<file path="src/rtl/pam4_sym_gen.sv">
// pam4_sym_gen
//   PAM-4 test-symbol source with x4 zero-stuffing upsampler. Each accepted
//   symbol enable takes two bits from a 15-bit Fibonacci LFSR (x^15+x^14+1)
//   and Gray-maps them to a signed level. The level is emitted on sample
//   phase 0, and zeros are emitted on phases 1-3. The output feeds the SRRC
//   pulse-shaping filter.
//
// Parameters
//   WIDTH  sample word width (signed, 1sWIDTH-1)
//   MAG    inner level magnitude; outer level is 3*MAG (must fit in WIDTH)
//   SEED   LFSR reset / lock-up reload value (non-zero)
//
// Ports
//   clk           system clock
//   reset         asynchronous active-low reset
//   sam_clk_en    sample-rate enable, one pulse every 4 clk
//   sym_clk_en    symbol-rate enable, one pulse every 16 clk, on a sam pulse
//   run           1 = draw symbols, 0 = freeze LFSR and emit zeros
//   sym_out       last drawn symbol bits
//   sym_valid     one-cycle pulse when sym_out updates
//   sample_out    signed upsampled sample, updated on sam_clk_en
//   sample_phase  phase (0-3) of the current sample_out
//   synced        set by the first symbol boundary after reset
//   align_err     sticky enable-alignment error
module pam4_sym_gen #(
  parameter int          WIDTH = 18,
  parameter int          MAG   = 21845,
  parameter logic [14:0] SEED  = 15'h0001
) (
  input  logic                    clk,
  input  logic                    reset,
  input  logic                    sam_clk_en,
  input  logic                    sym_clk_en,
  input  logic                    run,
  output logic [1:0]              sym_out,
  output logic                    sym_valid,
  output logic signed [WIDTH-1:0] sample_out,
  output logic [1:0]              sample_phase,
  output logic                    synced,
  output logic                    align_err
);

  localparam logic signed [WIDTH-1:0] LVL_IN  = WIDTH'(MAG);
  localparam logic signed [WIDTH-1:0] LVL_OUT = WIDTH'(3 * MAG);

  // Gray map: adjacent levels differ in a single bit.
  function automatic logic signed [WIDTH-1:0] gray_map(input logic [1:0] bits);
    case (bits)
      2'b00:   gray_map = -LVL_OUT;
      2'b01:   gray_map = -LVL_IN;
      2'b11:   gray_map = LVL_IN;
      default: gray_map = LVL_OUT;
    endcase
  endfunction

  logic [14:0] lfsr;
  logic [14:0] lfsr_adv;
  logic [1:0]  phase;
  logic [1:0]  phase_nxt;
  logic        boundary;
  logic        accept;
  logic        misalign;

  always_comb begin
    boundary  = sym_clk_en & sam_clk_en;
    accept    = boundary & run;
    // Two Fibonacci steps at once: the first feedback bit lands in [1],
    // and the second (computed from the already-shifted register) lands in [0].
    lfsr_adv  = {lfsr[12:0], lfsr[14] ^ lfsr[13], lfsr[13] ^ lfsr[12]};
    phase_nxt = boundary ? 2'd0 : phase + 2'd1;
    // A sym pulse off the sample grid, or a sample after phase 3 that lacks
    // the symbol pulse, means the enables have lost alignment.
    misalign  = (sym_clk_en & ~sam_clk_en) |
                (synced & sam_clk_en & ~sym_clk_en & (phase == 2'd3));
  end

  // Output register stage: all outputs update one clk after the enable.
  always_ff @(posedge clk or negedge reset) begin
    if (!reset) begin
      lfsr         <= SEED;
      phase        <= 2'd0;
      sym_out      <= 2'b00;
      sym_valid    <= 1'b0;
      sample_out   <= '0;
      sample_phase <= 2'd0;
      synced       <= 1'b0;
      align_err    <= 1'b0;
    end else begin
      sym_valid <= accept;
      if (lfsr == 15'd0) begin
        lfsr <= SEED;
      end else if (accept) begin
        lfsr <= lfsr_adv;
      end
      if (accept) begin
        sym_out <= lfsr[1:0];
      end
      if (sam_clk_en) begin
        phase        <= phase_nxt;
        sample_phase <= phase_nxt;
        sample_out   <= accept ? gray_map(lfsr[1:0]) : '0;
      end
      if (boundary) begin
        synced <= 1'b1;
      end
      if (misalign) begin
        align_err <= 1'b1;
      end
    end
  end

endmodule

</file>
<file path="config.mk">
export PLATFORM = sky130hd
export DESIGN_NAME = pam4_sym_gen
export DESIGN_NICKNAME = d
export VERILOG_FILES = /design/src/rtl/pam4_sym_gen.sv
export SDC_FILE = /design/constraint.sdc
export NUM_CORES = 1
export LEC_CHECK = 0
export ABC_CLOCK_PERIOD_IN_PS = 2300
export CORE_UTILIZATION = 48
export DETAILED_ROUTE_END_ITERATION = 10
export PLACE_DENSITY = 0.78
export SETUP_SLACK_MARGIN = 0.02
export SYNTH_ARGS = -nofsm -noshare
export SYNTH_HDL_FRONTEND = slang
export SYNTH_SLANG_ARGS = --single-unit
export TNS_END_PERCENT = 20
</file>
<file path="constraint.sdc">
create_clock -name clk -period 2.3 [get_ports clk]
set_input_delay 0.46 -clock clk [delete_from_list [all_inputs] [get_ports clk]]
set_output_delay 0.46 -clock clk [all_outputs]
set_load 0.01 [all_outputs]
</file>
==> results.sh, run 1 <==
export IMPL_outcome="complete, no violations"
export IMPL_cts_tree="yes"
export IMPL_crit_fanout=8
export IMPL_stdcell_area_um2=1485
export IMPL_cts_sinks=26
export IMPL_grt_pass1_wl_um=3546
export IMPL_finalHoldViolCount=0
export IMPL_hp_class="input pin to asynchronous set/reset pin"
export IMPL_ant_nets=0
export IMPL_ys_seq_area_frac=0.5316
export IMPL_setup_violations_final=0
export IMPL_rr_endpoint="lfsr[7]"
export IMPL_synth_area_um2=1226
export IMPL_r2r_start="lfsr[1]"
export IMPL_slew_headroom=0.7826
export IMPL_via_count=863
export IMPL_critPathLaunch="lfsr[1]"
export IMPL_first_pass_iters=4
export IMPL_antenna_cells=0
export IMPL_critical_path_max_stage_delay_ns=0.45
export IMPL_syn_area_per_cell_um2=10.13
export IMPL_syn_num_nets=132
export IMPL_multi_input_area_um2=419.2
export IMPL_finalMaxSlewViolations=0
export IMPL_yosysWarnings=0
export IMPL_cts_hold_buf=0
export IMPL_setup_tns_ns=0
export IMPL_grt_max_degree=27
export IMPL_worstPathCellList="inv_1, ha_1, nor4b_1, and4_1, or2_4, mux2_1"
export IMPL_final_cell_mix="nand2_1 (31), clkdlybuf4s50_1 (29), dfrtp_1 (25)"
export IMPL_clkTransAtPathRegs_ns=0.13
export IMPL_chipHeight_um=52.54
export IMPL_synth_seq_cells=26
export IMPL_nets=152
export IMPL_n_fill_cell=191
export IMPL_crit_type="flop to flop"
export IMPL_cp_start_kind="flop"
export IMPL_critical_path_top_delay_family="simple AND/OR/NAND/NOR gates"
export IMPL_arrival_ns=2.25
export IMPL_dp_hpwl_um=1613
export IMPL_max_clock_freq_mhz=492.6
export IMPL_io_pins=30
export IMPL_die_width_um=52.54
export IMPL_power_density_nw_per_um2=1014
export IMPL_reg2regPathDepth=6
export IMPL_synthCells=121
export IMPL_final_layout_size_suffix_gt1_frac=0.08571
export IMPL_clk_path_buf_depth=2
export IMPL_grt_overflow=0
export IMPL_start_util=0.5289
export IMPL_rows=17
export IMPL_gp_congestion=0.8140
export IMPL_viasPerCell=5.137
export IMPL_wire_per_inst_um=12.77
export IMPL_slowest_stage="dfrtp_1"
export IMPL_grtUsageTotal=0.1856
export IMPL_areaGrowthSynthToFinish_pct=21.12
export IMPL_antenna_found_initial=0
export IMPL_drc=0
export IMPL_power_leakage_nw=0.6964
export IMPL_cp_endpoint="lfsr[7]"
export IMPL_placed_cell_area_um2=1449
export IMPL_rsz0062_at_grt="no"
export IMPL_grt_pass1_vias=784
export IMPL_ir_worst_vdd_v=0.0006449
export IMPL_initialDrtViolationCount=21
export IMPL_post_cts_setup_buffers=0
export IMPL_cp_end_kind="flop"
export IMPL_period_needed_ns=2.030
export IMPL_maxCapViolCount=0
export IMPL_crit_required_ns=2.52
export IMPL_coreArea_um2=2318
export IMPL_routed_wl_um=2145
export IMPL_cts_resized_gates=0
export IMPL_cts_root_buf="clkbuf_4"
export IMPL_dieArea_um2=2760
export IMPL_numCtsBuffers=3
export IMPL_synthDistinctLibCells=29
export IMPL_layout_area_seq_um2=651.9
export IMPL_worst_pin_slew_ns=0.3261
export IMPL_skew_ns=0.004196
export IMPL_finalCritPeriodShare=0.8827
export IMPL_final_common_cell="nand2_1"
export IMPL_cp_depth=6
export IMPL_path_buf_inv=1
export IMPL_htree_levels=1
export IMPL_reg2reg_slack_ns=0.27
export IMPL_io_buffers=29
export IMPL_insertion_delay_ns=0.32
-- sequential cells by signal (all words and copies together) (netlist names) --
signal      count
align_err       1
lfsr           15
phase           2
sample_out      4
sym_out         2
sym_valid       1
synced          1
-- cell type report --
cell class | count | area share
clock buffer | 4 | 0.02443
inverter | 8 | 0.02022
tap | 28 | 0.02359
sequential | 26 | 0.4389
timing repair buffer | 32 | 0.2106
multi-input combinational | 70 | 0.2822
-- stage by stage --
step | utilization | power [mW] | cells | worst slack, ns | hold slack [ns]
2_1_floorplan | - | 1.097 | 121 | 0.4527 | 0.1644
3_3_place_gp | 0.6249 | 1.270 | 164 | 0.3256 | 0.4600
3_5_place_dp | 0.6249 | 1.293 | 164 | 0.2935 | 0.4707
4_1_cts | 0.6406 | 1.520 | 168 | 0.2774 | 0.4801
5_1_grt | 0.6406 | 1.616 | 168 | 0.09050 | 0.5072
6_report | 0.6406 | 1.506 | 168 | 0.2698 | 0.4764
-- cells by family after synthesis --
family | share of synthesized area
simple gates | 0.1572
flops | 0.5316
xor+xnor | 0.007144
mux | 0.02653
fa+ha+maj | 0.06122
compound gates | 0.08979
buf+inv | 0.1265
-- power breakdown --
part,internal [mW],switching [mW]
registers,0.599,0.122
clock network,0.0969,0.132
logic,0.309,0.248
-- synthesized netlist by cell type, drive strengths merged --
cell type,instances,area share
buf,16,0.099
or2,1,0.0071
nor4,1,0.0051
nand2b,1,0.0051
o21ai,3,0.012
a211o,1,0.0082
mux2,2,0.018
a22o,1,0.0071
o2bb2ai,2,0.014
o32ai,1,0.0071
and4,1,0.0071
ha,6,0.061
nor2b,1,0.0051
nand3,1,0.0082
nor3,2,0.0082
clkbuf,1,0.0031
nor4b,1,0.0071
dfrtp,25,0.51
mux2i,1,0.0082
xnor2,1,0.0071
nand2,31,0.095
dfstp,1,0.021
a21oi,7,0.029
a21o,2,0.012
inv,8,0.024
nor2,3,0.0092
-- worst register-to-register path: cells and delay by family, from the launching register on --
family                   cells  cell delay, ns
flip-flops                   1            0.45
AND/OR/NAND/NOR              3            0.86
buffers and inverters        1            0.12
multiplexers                 1            0.32
adder cells (fa/ha/maj)      1            0.18
-- routing by layer --
layer	up-vias	part of all wire	GRT usage
met3	5	0.044	0.04348
met1	411	0.46	0.2410
met4	0	0.024	0.1053
li1	420	-	-
met2	27	0.47	0.2827
met5	-	0	0
-- worst min-delay path by stage --
stage	start	end	slack, ns
finish	reset	phase[1]	0.48
global route	reset	phase[1]	0.51
CTS	reset	phase[1]	0.48
detailed placement	sym_out[0]	sym_out[0]	0.47
global placement	sym_out[1]	sym_out[1]	0.46
floorplan	reset	align_err	0.16
(Power assumes the default switching activity.)
==> run 2, diff against run 1 <==
Settings changed: CORE_UTILIZATION 48 to 30, PLACE_DENSITY 0.78 to not set, SKIP_CTS_REPAIR_TIMING set to 1, SKIP_LAST_GASP set to 1.
==> results.sh, run 2 (synthesized netlist as in run 1, its figures left out) <==
export IMPL_grt_max_degree=27
export IMPL_top_register="lfsr"
export IMPL_final_layout_size_suffix_gt1_frac=0.08571
export IMPL_worst_pin_slew_ns=0.3271
export IMPL_coreArea_um2=3799
export IMPL_skew_ns=0.001839
export IMPL_path_buf_inv=1
export IMPL_grtUsageTotal=0.1194
export IMPL_first_pass_iters=4
export IMPL_via_count=845
export IMPL_crit_required_ns=2.45
export IMPL_wire_per_inst_um=11.31
export IMPL_crit_fanout=8
export IMPL_insertion_delay_ns=0.27
export IMPL_antenna_found_initial=0
export IMPL_grt_pass1_wl_um=3960
export IMPL_ir_worst_vdd_v=0.0002863
export IMPL_clk_path_buf_depth=2
export IMPL_hp_class="flop to flop"
export IMPL_maxCapViolCount=0
export IMPL_max_clock_freq_mhz=486.7
export IMPL_nets=152
export IMPL_dieArea_um2=4347
export IMPL_outcome="complete, no violations"
export IMPL_dp_slack_ns=0.2796
export IMPL_worst_slack_ns=0.2453
export IMPL_antenna_cells=0
export IMPL_drc=0
export IMPL_numCtsBuffers=3
export IMPL_largest_reg_flops=15
export IMPL_slowest_stage="dfrtp_1"
export IMPL_routed_wl_um=2126
export IMPL_chipHeight_um=65.93
export IMPL_reg_top3="lfsr x15, sample_out x4"
export IMPL_die_width_um=65.93
export IMPL_rsz0062_at_grt="no"
export IMPL_critical_path_top_delay_family="simple AND/OR/NAND/NOR gates"
export IMPL_initialDrtViolationCount=27
export IMPL_worstPathCellList="inv_1, ha_1, nor4b_1, and4_1, or2_4, mux2_1"
export IMPL_setup_violations_final=0
export IMPL_slew_headroom=0.7820
export IMPL_gp_congestion=0.7892
export IMPL_clkTransAtPathRegs_ns=0.09
export IMPL_critical_path_max_stage_delay_ns=0.44
export IMPL_start_util=0.3228
export IMPL_cp_start_kind="flop"
export IMPL_cts_tree="yes"
export IMPL_crit_type="flop to flop"
export IMPL_setup_tns_ns=0
export IMPL_dp_hpwl_um=1607
export IMPL_rows=22
export IMPL_io_pins=30
export IMPL_arrival_ns=2.21
export IMPL_io_buffers=29
export IMPL_finalMaxSlewViolations=0
export IMPL_areaGrowthSynthToFinish_pct=24.69
export IMPL_period_needed_ns=2.055
export IMPL_cts_root_buf="clkbuf_8"
export IMPL_grt_pass1_vias=855
export IMPL_power_density_nw_per_um2=1024
export IMPL_final_cell_mix="nand2_1 (31), clkdlybuf4s50_1 (29), dfrtp_1 (25)"
export IMPL_grt_overflow=0
export IMPL_power_leakage_nw=0.7042
export IMPL_htree_levels=1
export IMPL_viasPerCell=4.495
export IMPL_ant_nets=0
export IMPL_finalHoldViolCount=0
export IMPL_cp_end_kind="flop"
export IMPL_cts_sinks=26
export IMPL_final_common_cell="nand2_1"
export IMPL_finalCritPeriodShare=0.8934
## run 2: through the flow
stage               instances    util  total power, mW  hold WS, ns  instance area, um2
global route              188  0.4025            1.702       0.5180                1529
finish                    188  0.4025            1.565       0.4833                1529
floorplan                 121       -            1.097       0.1644                1226
detailed placement        184  0.3880            1.290       0.4756                1474
CTS                       188  0.4025            1.585       0.4962                1529
global placement          184  0.3880            1.280       0.4655                1474
## run 2: power breakdown
group / total [mW] / switching [mW] / internal, mW
registers: 0.726 / 0.126 / 0.600
logic: 0.549 / 0.242 / 0.307
clock network: 0.290 / 0.137 / 0.153
total: 1.56 / 0.505 / 1.06
## run 2: per-layer routing
metal,GRT usage,share of wire,up-vias
met1,0.1479,0.47,403
li1,-,-,415
met2,0.2041,0.48,23
met3,0.01034,0.030,4
met5,0,0,-
met4,0.06383,0.020,0
## run 2: path summary, 6_finish.rpt
check,startpoint,cells after the start,slack (ns),to
worst max-delay path,lfsr[1],6,0.25,lfsr[5]
worst min-delay path,sym_out[1],2,0.48,sym_out[1]
worst max register to register,lfsr[1],6,0.25,lfsr[5]
worst min register to register,sym_out[1],2,0.48,sym_out[1]
max in group asynchronous,reset,2,1.45,lfsr[0]
min in group asynchronous,reset,2,0.55,sample_out[14]
## run 2: final cells by class
type                            count  area, um2
Sequential cell                    26      651.9
Timing Repair Buffer               32      312.8
Clock buffer                        4      55.05
Fill cell                         374       2270
Inverter                            8      30.03
Tap cell                           48      60.06
Multi-Input combinational cell     70      419.2
## run 2: worst reg2reg max path: stages, from the launching register on
cell and delay [ns]:
dfrtp_1 0.44, inv_1 0.12, ha_1 0.18, nor4b_1 0.27, and4_1 0.43, or2_4 0.19, mux2_1 0.31
